$ cat src/rtl/reg4_share_arbiter_if.sv
// reg4_share_arbiter_if: request/grant bus between requesters, the arbiter and the shared reg4
//   req      requester i wants a write (bit i)
//   req_data data of requester i in slice [i*DATA_W +: DATA_W]
//   gnt      one-hot grant pulse
//   reg_d    data to reg4 D
//   reg_en   write enable to reg4 EN
//   reg_q    reg4 Q readback
//   wr_err   sticky readback mismatch flag
interface reg4_share_arbiter_if #(
  parameter int NUM_REQ = 4,
  parameter int DATA_W  = 4
);
  logic [NUM_REQ-1:0]        req;
  logic [NUM_REQ*DATA_W-1:0] req_data;
  logic [NUM_REQ-1:0]        gnt;
  logic [DATA_W-1:0]         reg_d;
  logic                      reg_en;
  logic [DATA_W-1:0]         reg_q;
  logic                      wr_err;
  modport master (output req, req_data, reg_q, input gnt, reg_d, reg_en, wr_err);
  modport slave  (input req, req_data, reg_q, output gnt, reg_d, reg_en, wr_err);
endinterface

$ cat src/rtl/reg4_share_arbiter.sv
// reg4_share_arbiter: round-robin write arbiter sharing one reg4 register between NUM_REQ requesters
//   clk    rising-edge clock
//   reset  synchronous active-high reset
//   bus    reg4_share_arbiter_if slave: req/req_data in, gnt/reg_d/reg_en out,
//          reg_q readback in, wr_err out
//   Define REG4_ARB_VERIFY_EN to compare reg_q against the written data in the
//   cycle after each write; otherwise wr_err is tied low and reg_q is ignored.
module reg4_share_arbiter #(
  parameter int NUM_REQ  = 4,
  parameter int DATA_W   = 4,
  parameter int COOLDOWN = 0
) (
  input logic                 clk,
  input logic                 reset,
  reg4_share_arbiter_if.slave bus
);
  localparam int PW = $clog2(NUM_REQ);
  typedef enum logic [1:0] {IDLE, WRITE, COOL} state_t;
  state_t        state;
  logic [PW-1:0] rr_ptr;
  logic [PW-1:0] win;
  logic [3:0]    cnt;
  // scan from the highest offset down so the last hit is the nearest to rr_ptr
  always_comb begin
    win = '0;
    for (int k = NUM_REQ - 1; k >= 0; k--)
      if (bus.req[(int'(rr_ptr) + k) % NUM_REQ]) win = PW'((int'(rr_ptr) + k) % NUM_REQ);
  end
  always_ff @(posedge clk) begin
    if (reset) begin
      state      <= IDLE;
      rr_ptr     <= '0;
      cnt        <= '0;
      bus.gnt    <= '0;
      bus.reg_en <= 1'b0;
      bus.reg_d  <= '0;
    end else begin
      case (state)
        IDLE: if (|bus.req) begin
          bus.gnt    <= NUM_REQ'(1) << win;
          bus.reg_en <= 1'b1;
          bus.reg_d  <= bus.req_data[int'(win)*DATA_W +: DATA_W];
          rr_ptr     <= (win == PW'(NUM_REQ - 1)) ? '0 : win + 1'b1;
          state      <= WRITE;
        end
        WRITE: begin
          bus.gnt    <= '0;
          bus.reg_en <= 1'b0;
          cnt        <= 4'(COOLDOWN - 1);
          state      <= (COOLDOWN > 0) ? COOL : IDLE;
        end
        COOL: begin
          cnt   <= cnt - 1'b1;
          state <= (cnt == '0) ? IDLE : COOL;
        end
        default: state <= IDLE;
      endcase
    end
  end
`ifdef REG4_ARB_VERIFY_EN
  // reg_d holds the written value until the next grant, so it serves as the latch
  logic chk;
  always_ff @(posedge clk) begin
    if (reset) begin
      chk        <= 1'b0;
      bus.wr_err <= 1'b0;
    end else begin
      chk <= (state == WRITE);
      if (chk && bus.reg_q != bus.reg_d) bus.wr_err <= 1'b1;
    end
  end
`else
  logic unused_q;
  assign unused_q   = ^bus.reg_q;
  assign bus.wr_err = 1'b0;
`endif
endmodule
$ cat src/flat_wrapper.sv
// flat-port wrapper written by rule: the top's interface ports become plain ports
module reg4_share_arbiter_flat 
#(
  parameter int NUM_REQ  = 4,
  parameter int DATA_W   = 4,
  parameter int COOLDOWN = 0
)
  (clk, reset, bus_req, bus_req_data, bus_reg_q, bus_gnt, bus_reg_d, bus_reg_en, bus_wr_err);
  reg4_share_arbiter_if #(.NUM_REQ(NUM_REQ), .DATA_W(DATA_W)) bus_i ();
  input logic clk;
  input logic reset;
  input wire logic [$bits(bus_i.req)-1:0] bus_req;
  input wire logic [$bits(bus_i.req_data)-1:0] bus_req_data;
  input wire logic [$bits(bus_i.reg_q)-1:0] bus_reg_q;
  output wire logic [$bits(bus_i.gnt)-1:0] bus_gnt;
  output wire logic [$bits(bus_i.reg_d)-1:0] bus_reg_d;
  output wire logic [$bits(bus_i.reg_en)-1:0] bus_reg_en;
  output wire logic [$bits(bus_i.wr_err)-1:0] bus_wr_err;
  assign bus_i.req = bus_req;
  assign bus_i.req_data = bus_req_data;
  assign bus_i.reg_q = bus_reg_q;
  assign bus_gnt = bus_i.gnt;
  assign bus_reg_d = bus_i.reg_d;
  assign bus_reg_en = bus_i.reg_en;
  assign bus_wr_err = bus_i.wr_err;
  reg4_share_arbiter #(.NUM_REQ(NUM_REQ), .DATA_W(DATA_W), .COOLDOWN(COOLDOWN)) u_core (.clk(clk), .reset(reset), .bus(bus_i));
endmodule
$ cat config.mk
export PLATFORM = sky130hd
export DESIGN_NAME = reg4_share_arbiter_flat
export DESIGN_NICKNAME = d
export VERILOG_FILES = /design/src/rtl/reg4_share_arbiter_if.sv /design/src/rtl/reg4_share_arbiter.sv /design/src/flat_wrapper.sv
export SDC_FILE = /design/constraint.sdc
export NUM_CORES = 1
export LEC_CHECK = 0
export ABC_AREA = 1
export CAP_MARGIN = 25
export CORE_AREA = 5 5 54 61
export CTS_CLUSTER_DIAMETER = 40
export DETAILED_ROUTE_END_ITERATION = 10
export DIE_AREA = 0 0 59 66
export PLACE_DENSITY_LB_ADDON = 0.05
export SLEW_MARGIN = 5
export SYNTH_ARGS = -nofsm -noshare
export SYNTH_HDL_FRONTEND = slang
export SYNTH_SLANG_ARGS = --single-unit
$ cat constraint.sdc
create_clock -name clk -period 2.5 [get_ports clk]
set_clock_uncertainty 0.1 [all_clocks]
set_input_delay 0.375 -clock clk [delete_from_list [all_inputs] [get_ports clk]]
set_output_delay 0.375 -clock clk [all_outputs]
set_load 0.005 [all_outputs]
# == Word-level counts from Yosys, hierarchy flattened ==
# Index checks and enable logic that the tools add are counted.
# word_totals
regBits,17
inputBits,26
output_inout_bits,10
# op_classes
add_sub_neg,5
order_cmp,4
n_eq_ne,4
shift,2
n_mux,24
bitwise,3
n_reduce_logical,10
# ops
op,count
4-bit case mux with 2 select lines,2
16-bit by 5-bit indexed part select with 4-bit output,1
2-bit two-way mux,7
"3-bit by 4-bit < comparator with 1-bit output, second input constant",3
1-bit binary-select mux with 2-bit select,4
1-bit two-way mux,8
2-bit OR reduction,3
"2-bit by 1-bit adder with 2-bit output, second input constant",2
"2-bit adder, second input constant",2
"2-bit equality test, second input constant",2
4-bit zero test,1
4-bit two-way mux,1
2-bit case mux with 2 select lines,1
2-bit AND reduction,2
2-bit nonzero test,2
4-bit OR reduction,1
"1-bit by 2-bit << shifter with 4-bit output, first input constant",1
"4-bit by 1-bit subtractor with 4-bit output, second input constant",1
"1-bit bitwise AND, first input constant",3
"2-bit by 3-bit < comparator with 1-bit output, second input constant",1
"2-bit by 1-bit equality test with 1-bit output, second input constant",1
2-bit zero test,1
"2-bit by 1-bit != test with 1-bit output, second input constant",1
1-bit case mux with 2 select lines,1

# == Depth between registers and ports, before layout ==
# Gate-level depths: netlist (run 1).
# depth
word_depth,13
depth_mapped,15

# == Worst setup path before layout (run 1) ==
# Ideal clock, no wire load.
# synth_timing
path_kind,register to register
start,register u_core.rr_ptr[0]
end,register u_core.rr_ptr[1]
arrival_time_ps,1493
path_slack_ps,787
stages_incl_launch_ff,13
path_buffers,2
period_less_slack_ps,1713
cell_sequence,dfxtp_1 > buf_6 > inv_4 > nand3_1 > and2_4 > nand3_4 > nand2_4 > nand2_4 > nand2_4 > buf_12 > ha_1 > inv_1 > a21oi_1
# synth_between
elab_chain_cells,10
word_cells_on_any_way,21
cone_classes,add/sub (4); eq/ne (1); mux (16)
# synth_rtl
item,line_no,text
"start, declared",reg4_share_arbiter.sv:20,logic [PW-1:0] rr_ptr;
"start signal, assigned",reg4_share_arbiter.sv:43,rr_ptr <= (win == PW'(NUM_REQ - 1)) ? '0 : win + 1'b1;
2-bit adder,reg4_share_arbiter.sv:27,if (bus.req[(int'(rr_ptr) + k) % NUM_REQ]) win = PW'((int'(rr_ptr) + k) % NUM_REQ);
1-bit binary-select mux with 2-bit select,reg4_share_arbiter.sv:27,
1-bit two-way mux (not written as such) (2 in a row),reg4_share_arbiter.sv:27,
2-bit two-way mux (3 in a row),reg4_share_arbiter.sv:27,
2-bit two-way mux *,reg4_share_arbiter.sv:27,
2-bit by 1-bit adder with 2-bit output / 2-bit equality test (equally long branches),reg4_share_arbiter.sv:43,
2-bit two-way mux *,reg4_share_arbiter.sv:43,
# Mark *: on every way between the ends. The rest lies on a longest branch, timed or not. The select of a mux whose other input is x is not followed.
# A chain may end at the register's enable or synchronous reset.

# == Worst setup path after layout (run 1) ==
# layout_timing
start,input port bus_req[1]
end,register u_core.bus.gnt[1]
# layout_between
elab_chain_cells,10
word_cells_on_any_way,21
cone_classes,eq/ne (1); shift (1); mux (17); reduce/logical (2)
# layout_rtl
item,line_no,text
"start, declared",flat_wrapper.sv:12,input wire logic [$bits(bus_i.req)-1:0] bus_req;
1-bit binary-select mux with 2-bit select,reg4_share_arbiter.sv:27,
1-bit two-way mux (not written as such) (2 in a row),reg4_share_arbiter.sv:27,
2-bit two-way mux (4 in a row),reg4_share_arbiter.sv:27,
1-bit by 2-bit << shifter with 4-bit output,reg4_share_arbiter.sv:40,bus.gnt <= NUM_REQ'(1) << win;
4-bit two-way mux,reg4_share_arbiter.sv:39,IDLE: if (|bus.req) begin
4-bit case mux with 2 select lines,reg4_share_arbiter.sv:38,case (state)
"end signal, assigned",reg4_share_arbiter.sv:40,
"end, declared",reg4_share_arbiter_if.sv:21,"modport slave (input req, req_data, reg_q, output gnt, reg_d, reg_en, wr_err);"
# Parallel ways exist; a longest one is shown, timed or not. The select of a mux whose other input is x is not followed.

==> results.toml, run 1 <==
[yosys]
synthMuxAreaShare = 0
synth.area.top_cells = "dfxtp_1 28%, nand3_1 12%, inv_1 11%"
yosysWarnings = 0
synth_fa_ha_area_frac = 0.0610
synth_top_flop_cell = "dfxtp_1"
yosysMostFrequentCell = "inv_1"
netlist_area_sq_um = 1230
synth-async-reset-ratio = 0
ys_seq_area_frac = 0.276
synth_top_family_by_area = "simple AND/OR/NAND/NOR gates"
synth-xor-area-share = 0.00711
synthCells = 185
syn_avg_cell_area_sq_um = 6.66
synth_edf_count = 0
synth.largest_area_cell = "dfxtp_1"
synth_nets = 217
synth_compound_area_frac = 0.109
yosysUniqueCellTypes = 25
yosys-top-cells-count = "37 x inv_1, 30 x nand3_1, 28 x nand2_1, 17 x dfxtp_1, 16 x nor2_1"
yosys_register_bits = 17
synth_top_area_frac = 0.276
synthSimpleGateAreaFrac = 0.370

[route]
dr_wl_met3_um = 104
highest_layer = "met4"
vias = 1159
met1_length_um = 1190
first_pass_iters = 4
drt_iter0_drc = 42
route.met2.wl_um = 1240
wirelength_um = 2560
wl_per_cell_um = 10.4
ant_nets = 0
vias_per_cell = 4.71
drc = 0

[clock_tree]
cts_hold_buffers = 0
cts_num_sinks = 17
cts_htree_levels = 1
cts_tree = "done"
clockRootBuffer = "clkbuf_4"
ctsResizeCount = 0
clockBufferDepth = 2
postCtsSetupRepairBufs = 0
cts_made_buffers = 3
insertion_delay_ns = 0.28
clk_pin_slew_worst_paths_ns = 0.09

[worst_setup_path]
crit_cells = 9
path_buf_inv = 1
worstPathArrival_ns = 2.26
critPathMaxStageDelay_ns = 0.56
path_cells = "clkdlybuf4s50_1 -> nor2_1 -> nand3_1 -> nor2_1 -> nor2_1 -> nand2_1 -> nor2_1 -> nand2_1 -> a21oi_1"
cp_max_fo = 13
critPathCaptureType = "flip-flop"
slowest_stage = "nor2_1"
path_class = "in2reg"
cp_top_family = "simple AND/OR/NAND/NOR gates"
r2r.worst_path.cells = 9
start_kind = "input pin"
required_ns = 2.60
crit_top_cell = "nor2_1"

[pwr]
leakage_uw = 0.000768
power_density_nw_per_um2 = 799
ir_drop_v = 0.000599

[global_route]
grt_usage = 0.141
grt_pass1_wl_um = 4440
grt_overflow_total = 0
grt_pass1_vias = 1112
grt_antenna_before_repair = 0
grt_max_degree = 14

[hold_path]
hold_class = "reg2reg"
min_path_cells = 2

[final_layout]
fin_nets = 246
area_delta_synth_final_pct = 25.2
fin_util = 0.581
antenna_cells = 0
final_cell_count_no_fill = 246
layout-drive-gt1-share = 0.117

[floorplan]
die_w_um = 59
die_h_um = 66
rows = 20
core_area_sq_um = 2650
ioPinCount = 36
die_area_sq_um = 3890
initial_core_util = 0.464

[timing]
min_period_ns = 2.16
setup-violations-final = 0
finalCritPeriodShare = 0.862
slew_violations = 0
hold_viol_final = 0
rsz0062_at_grt = "false"
tightest_slew_ns = 0.722
max_freq_ghz = 0.464
fin_tns_setup_ns = 0
worst_slack_ns = 0.345
maxSlewHeadroom = 0.517

[place]
placement.io_buffers = 30
place_congestion = 0.784
dpl.hpwl_um = 2120
dp.cells = 242
place_ws_ns = 0.0470

[run_status]
status = "complete, no violations"

[flow_run]
maxCapViolCount = 0
worst paths after layout:
kind | to | startpoint | slack (ns)
max | u_core.bus.gnt[1]$_SDFFE_PP0P_ | bus_req[1] | 0.34
min | u_core.bus.gnt[2]$_SDFFE_PP0P_ | u_core.bus.gnt[2]$_SDFFE_PP0P_ | 0.37
max reg2reg | u_core.bus.gnt[1]$_SDFFE_PP0P_ | u_core.state[0]$_SDFFE_PP0P_ | 0.37
min reg2reg | u_core.bus.gnt[2]$_SDFFE_PP0P_ | u_core.bus.gnt[2]$_SDFFE_PP0P_ | 0.37
cell usage in the layout (no fill, tap or decap), types with 2 or more instances in the layout:
cell type and count:
inv_1 37, nand3_1 30, clkdlybuf4s50_1 30, nand2_1 28
dfxtp_1 17, nor2_1 16, a21oi_1 11, nand2_2 9
ha_1 6, o21ai_0 4, inv_2 3, nand2_4 3
a31oi_1 3, clkbuf_4 3, o21ai_2 2, nand3_4 2
o21a_1 2
worst register-to-register path, delay by kind of cell (launching register included):
family	cells	cell delay [ns]
buf+inv	2	0.16
simple gates	5	1.09
fa+ha+maj	1	0.21
compound gates	1	0.12
flops	1	0.37
metrics by stage:
step / hold slack (ns) / cell area [sq um] / total power (uW)
after floorplan: 0.339 / 1230 / 963
after global placement: 0.356 / 1520 / 1090
after detailed placement: 0.357 / 1520 / 1110
after CTS: 0.375 / 1540 / 1250
after global routing: 0.388 / 1540 / 1360
final: 0.368 / 1540 / 1230
area by class of cell:
type                       count  area [sq um]
fill                         279          1110
sequential                    17           340
multi-input combinational    121           677
clock buffer                   4          26.3
inverter                      41           156
tap                           33          41.3
timing repair buffer          30           300
cells by family after synthesis:
kind of cell	count (synthesis)
AND/OR/NAND/NOR	90
buffers and inverters	47
AO/OA/AOI/OAI	23
flip-flops	17
adder cells (fa/ha/maj)	6
XOR/XNOR	1
other	1
flip-flops by register name, summed over array words and instances (netlist names):
signal and flops:
u_core.bus.reg_d 4, u_core.cnt 4, u_core.bus.gnt 4, u_core.state 2
u_core.bus.reg_en 1, u_core.rr_ptr 2
report_power, final:
part	total, uW	internal, uW	switching (uW)
clock network	139	61.8	77.2
logic	705	302	403
registers	388	329	58.4
total	1230	693	539
metal layers:
| metal | up-vias | global-route usage |
|---|---|---|
| met2 | 17 | 0.243 |
| met1 | 509 | 0.172 |
| li1 | 629 | - |
| met5 | - | 0 |
| met4 | 0 | 0.0425 |
| met3 | 4 | 0.0313 |
(Power assumes the default switching activity.)
==> inputs of run 2 (changes only) <==
--- a/config.mk
+++ b/config.mk
@@ -7,10 +7,12 @@
 export LEC_CHECK = 0
 export ABC_AREA = 1
 export CAP_MARGIN = 25
-export CORE_AREA = 5 5 54 61
+export CORE_AREA = 5 5 52 59
 export CTS_CLUSTER_DIAMETER = 40
 export DETAILED_ROUTE_END_ITERATION = 10
-export DIE_AREA = 0 0 59 66
+export DIE_AREA = 0 0 57 64
+export DONT_BUFFER_PORTS = 1
+export GPL_TIMING_DRIVEN = 1
 export PLACE_DENSITY_LB_ADDON = 0.05
 export SLEW_MARGIN = 5
 export SYNTH_ARGS = -nofsm -noshare
==> constraint.sdc (replaced) <==
create_clock -name clk -period 2.5 [get_ports clk]
set_clock_uncertainty 0.1 [all_clocks]
set_input_delay 0.375 -clock clk [delete_from_list [all_inputs] [get_ports clk]]
set_output_delay 0.375 -clock clk [all_outputs]
set_load 0.05 [all_outputs]
==> results.toml, run 2 (synthesized netlist as in run 1, its figures left out) <==
[timing]
tightest_slew_ns = 0.525
fin_tns_setup_ns = 0
setup-violations-final = 0
finalCritPeriodShare = 0.796
hold_viol_final = 0
maxSlewHeadroom = 0.649
slew_violations = 0
max_freq_ghz = 0.502
rsz0062_at_grt = "false"
worst_slack_ns = 0.509
min_period_ns = 1.99

[floorplan]
die_h_um = 64
rows = 19
initial_core_util = 0.508
core_area_sq_um = 2420
die_w_um = 57
die_area_sq_um = 3650
ioPinCount = 36

[worst_setup_path]
r2r-start = "u_core.rr_ptr[0]$_SDFFE_PP0P_"
worstPathArrival_ns = 2.07
cp_max_fo = 12
path_class = "reg2reg"
start_kind = "flip-flop"
critPathCaptureType = "flip-flop"
required_ns = 2.58
crit_path_start = "u_core.rr_ptr[0]$_SDFFE_PP0P_"

[clock_tree]
clockRootBuffer = "clkbuf_4"
cts_tree = "done"
insertion_delay_ns = 0.28
cts_hold_buffers = 0
ctsResizeCount = 0
cts_num_sinks = 17
clockBufferDepth = 2
postCtsSetupRepairBufs = 0
cts_made_buffers = 3
clk_pin_slew_worst_paths_ns = 0.09
cts_htree_levels = 1

[global_route]
grt_pass1_vias = 1006
grt_overflow_total = 0
grt_usage = 0.132
grt_pass1_wl_um = 4020
grt_antenna_before_repair = 0
grt_max_degree = 14

[route]
vias_per_cell = 5.10
vias = 1096
wl_per_cell_um = 10.7
drt_iter0_drc = 30
drc = 0
wirelength_um = 2310
first_pass_iters = 4
ant_nets = 0

[place]
place_ws_ns = 0.516
placement.io_buffers = 0
place_congestion = 0.745
dpl.hpwl_um = 1910

[final_layout]
fillers = 281
layout-drive-gt1-share = 0.141
final_common_cell = "inv_1"
area_delta_synth_final_pct = 1.22
antenna_cells = 0
largestRegisters = "u_core.bus.gnt x4, u_core.bus.reg_d x4, u_core.cnt x4"
most-common-layout-cells = "37 x inv_1, 30 x nand3_1, 28 x nand2_1, 17 x dfxtp_1, 16 x nor2_1"
fin_nets = 217

[pwr]
leakage_uw = 0.000659
ir_drop_v = 0.000624
totalPowerFinal_uw = 1250
power_density_nw_per_um2 = 1010

[run_status]
status = "complete, no violations"

[flow_run]
maxCapViolCount = 0

[hold_path]
hold_class = "in2reg"
min-delay-start = "reset"
## run 2: changes by cell type in the layout (fill, tap and decap cells not counted)
cell / delta
clkdlybuf4s50_1: -30
buf_4: +1
## run 2: area by class of cell
cell class / instances / area (sq um) / share of cell area
inverters: 41 / 156 / 0.126
clock buffers: 4 / 26.3 / 0.0211
multi-input cells: 121 / 677 / 0.543
repair buffers: 1 / 7.51 / 0.00602
well taps: 31 / 38.8 / 0.0311
flip-flops and latches: 17 / 340 / 0.273
## run 2: through the flow
step / instances / utilization / instance area [sq um] / hold slack, ns
2_1_floorplan: 185 / - / 1230 / 0.339
3_3_place_gp: 211 / 0.503 / 1220 / 0.347
3_5_place_dp: 211 / 0.503 / 1220 / 0.349
4_1_cts: 215 / 0.514 / 1250 / 0.0348
5_1_grt: 215 / 0.514 / 1250 / 0.0240
6_report: 215 / 0.514 / 1250 / 0.0474
## run 2: worst paths after layout
path                                                        to  slack, ns  cells past startpoint
worst min register to register      u_core.cnt[0]$_SDFFE_PP0P_       0.38                      1
worst min-delay path            u_core.bus.reg_en$_SDFFE_PP0P_       0.05                      1
worst max register to register   u_core.rr_ptr[1]$_SDFFE_PP0P_       0.51                     10
worst max-delay path             u_core.rr_ptr[1]$_SDFFE_PP0P_       0.51                     10
## run 2: routing by layer
layer	vias to the layer above	track usage	routed length (um)	share of wire
li1	571	-	-	-
met4	0	0.0174	0	0
met2	22	0.236	1180	0.51
met3	0	0.0523	145	0.063
met5	-	0	0	0
met1	503	0.152	985	0.43
## run 2: worst max-delay path, cell delays in order (launching register included)
cell and delay [ns]:
dfxtp_1 0.62, nand2_1 0.13, nand3_1 0.15, o21ai_2 0.07, inv_2 0.10, nand2_4 0.06, nand2_4 0.11, nand2_4 0.14
ha_1 0.31, inv_1 0.05, a21oi_1 0.05
## run 2: power breakdown
group / internal, uW / leakage, uW / switching (uW) / total, uW
Clock: 61.9 / 0.0000150 / 79.0 / 141
Combinational: 219 / 0.000503 / 373 / 592
Sequential: 329 / 0.000141 / 191 / 520
Total: 610 / 0.000659 / 642 / 1250
==> inputs of run 3 (changes only) <==
==> constraint.sdc (replaced) <==
create_clock -name clk -period 2 [get_ports clk]
set_clock_uncertainty 0.1 [all_clocks]
set_input_delay 0.3 -clock clk [delete_from_list [all_inputs] [get_ports clk]]
set_output_delay 0.3 -clock clk [all_outputs]
set_load 0.05 [all_outputs]
==> results.toml, run 3 (synthesized netlist as in run 1, its figures left out) <==
[route]
wirelength_um = 2310
vias = 1088
wl_per_cell_um = 10.6
first_pass_iters = 4
ant_nets = 0
drc = 0
vias_per_cell = 5.01
drt_iter0_drc = 38

[run_status]
status = "complete, no violations"

[clock_tree]
cts_tree = "done"
postCtsSetupRepairBufs = 0
cts_made_buffers = 3
cts_htree_levels = 1
insertion_delay_ns = 0.28
clockRootBuffer = "clkbuf_4"
clk_pin_slew_worst_paths_ns = 0.09
clockBufferDepth = 2
cts_num_sinks = 17

[pwr]
seqPwrFrac = 0.411
ir_drop_v = 0.000753
pwr-share-clk = 0.110
intPower_uw = 772
leakage_uw = 0.000668
p_sw_uw = 804
combPwrFrac = 0.479
switching_share = 0.510
power_density_nw_per_um2 = 1250

[place]
placement.io_buffers = 0
place_ws_ns = 0.113
place_congestion = 0.765
dpl.hpwl_um = 1860

[global_route]
grt_max_degree = 13
grt_antenna_before_repair = 0
grt_overflow_total = 0
grt_pass1_vias = 1024
grt_pass1_wl_um = 3940
grt_usage = 0.129

[worst_setup_path]
slowest_stage = "dfxtp_1"
path_cells = "nand3_1 -> and2_4 -> nand3_4 -> nand2_4 -> nand2_4 -> nand2_4 -> ha_1 -> inv_1 -> a21oi_1"
start_kind = "flip-flop"
cp_top_family = "simple AND/OR/NAND/NOR gates"
path_buf_inv = 1
critPathCaptureType = "flip-flop"
cp_max_fo = 12
crit_top_cell = "nand2_4"
critPathMaxStageDelay_ns = 0.52
worstPathArrival_ns = 1.91
path_class = "reg2reg"
required_ns = 2.08

[final_layout]
fin_nets = 219
area_delta_synth_final_pct = 2.74
largestRegisters = "u_core.bus.gnt x4, u_core.bus.reg_d x4, u_core.cnt x4"
final_common_cell = "inv_1"
layout-drive-gt1-share = 0.151
antenna_cells = 0
most-common-layout-cells = "37 x inv_1, 30 x nand3_1, 28 x nand2_1, 16 x nor2_1, 16 x dfxtp_1"

[timing]
tightest_slew_ns = 0.525
hold_viol_final = 0
min_period_ns = 1.83
setup-violations-final = 0
worst_slack_ns = 0.174
finalCritPeriodShare = 0.913
slew_violations = 0
max_freq_ghz = 0.548
fin_tns_setup_ns = 0
rsz0062_at_grt = "false"
maxSlewHeadroom = 0.649

[floorplan]
die_w_um = 57
core_area_sq_um = 2420
die_h_um = 64
ioPinCount = 36
die_area_sq_um = 3650
initial_core_util = 0.508
rows = 19

[flow_run]
maxCapViolCount = 0

[hold_path]
hold_class = "in2reg"
==> run 3: worst paths after layout <==
kind	from	end	slack, ns	depth (start not counted)
max	u_core.rr_ptr[1]$_SDFFE_PP0P_	u_core.rr_ptr[1]$_SDFFE_PP0P_	0.17	9
min reg2reg	u_core.cnt[0]$_SDFFE_PP0P_	u_core.cnt[0]$_SDFFE_PP0P_	0.38	1
min	reset	u_core.state[1]$_SDFFE_PP0P_	0.06	2
max reg2reg	u_core.rr_ptr[1]$_SDFFE_PP0P_	u_core.rr_ptr[1]$_SDFFE_PP0P_	0.17	9
==> run 3: layout make-up <==
type / instances / area (sq um)
well taps: 31 / 38.8
multi-input cells: 121 / 677
clock buffers: 4 / 26.3
flip-flops and latches: 17 / 342
inverters: 41 / 156
repair buffers: 3 / 25.0
fillers: 245 / 1160
==> run 3: metal layers <==
metal / up-vias / track usage / routed length (um) / share of wire
li1: 575 / - / - / -
met1: 483 / 0.145 / 1010 / 0.44
met2: 30 / 0.231 / 1130 / 0.49
met3: 0 / 0.0523 / 169 / 0.073
met4: 0 / 0.0232 / 0 / 0
met5: - / 0 / 0 / 0
==> run 3: what timing repair did <==
| item | in CTS | in global routing |
|---|---|---|
| setup endpoints to repair | 0 | 3 |
| hold buffers | 1 | 0 |
| endpoints found under the hold margin | 7 | 0 |
| resized for setup | 0 | 1 |
==> run 3: power by group through the flow <==
stage	Clock, uW	Combinational, uW	Sequential, uW
2_1_floorplan	0	752	610
3_3_place_gp	0	743	654
3_5_place_dp	0	762	656
4_1_cts	186	767	648
5_1_grt	201	867	662
6_report	173	754	648
==> run 3: through the flow <==
step | hold WS, ns | power (uW) | instances | util | instance area [sq um]
after global placement | 0.272 | 1400 | 212 | 0.506 | 1230
final | 0.0600 | 1580 | 217 | 0.522 | 1260
after detailed placement | 0.274 | 1420 | 212 | 0.506 | 1230
after global routing | 0.0502 | 1730 | 217 | 0.522 | 1260
after CTS | 0.0466 | 1600 | 217 | 0.521 | 1260
after floorplan | 0.339 | 1360 | 185 | - | 1230
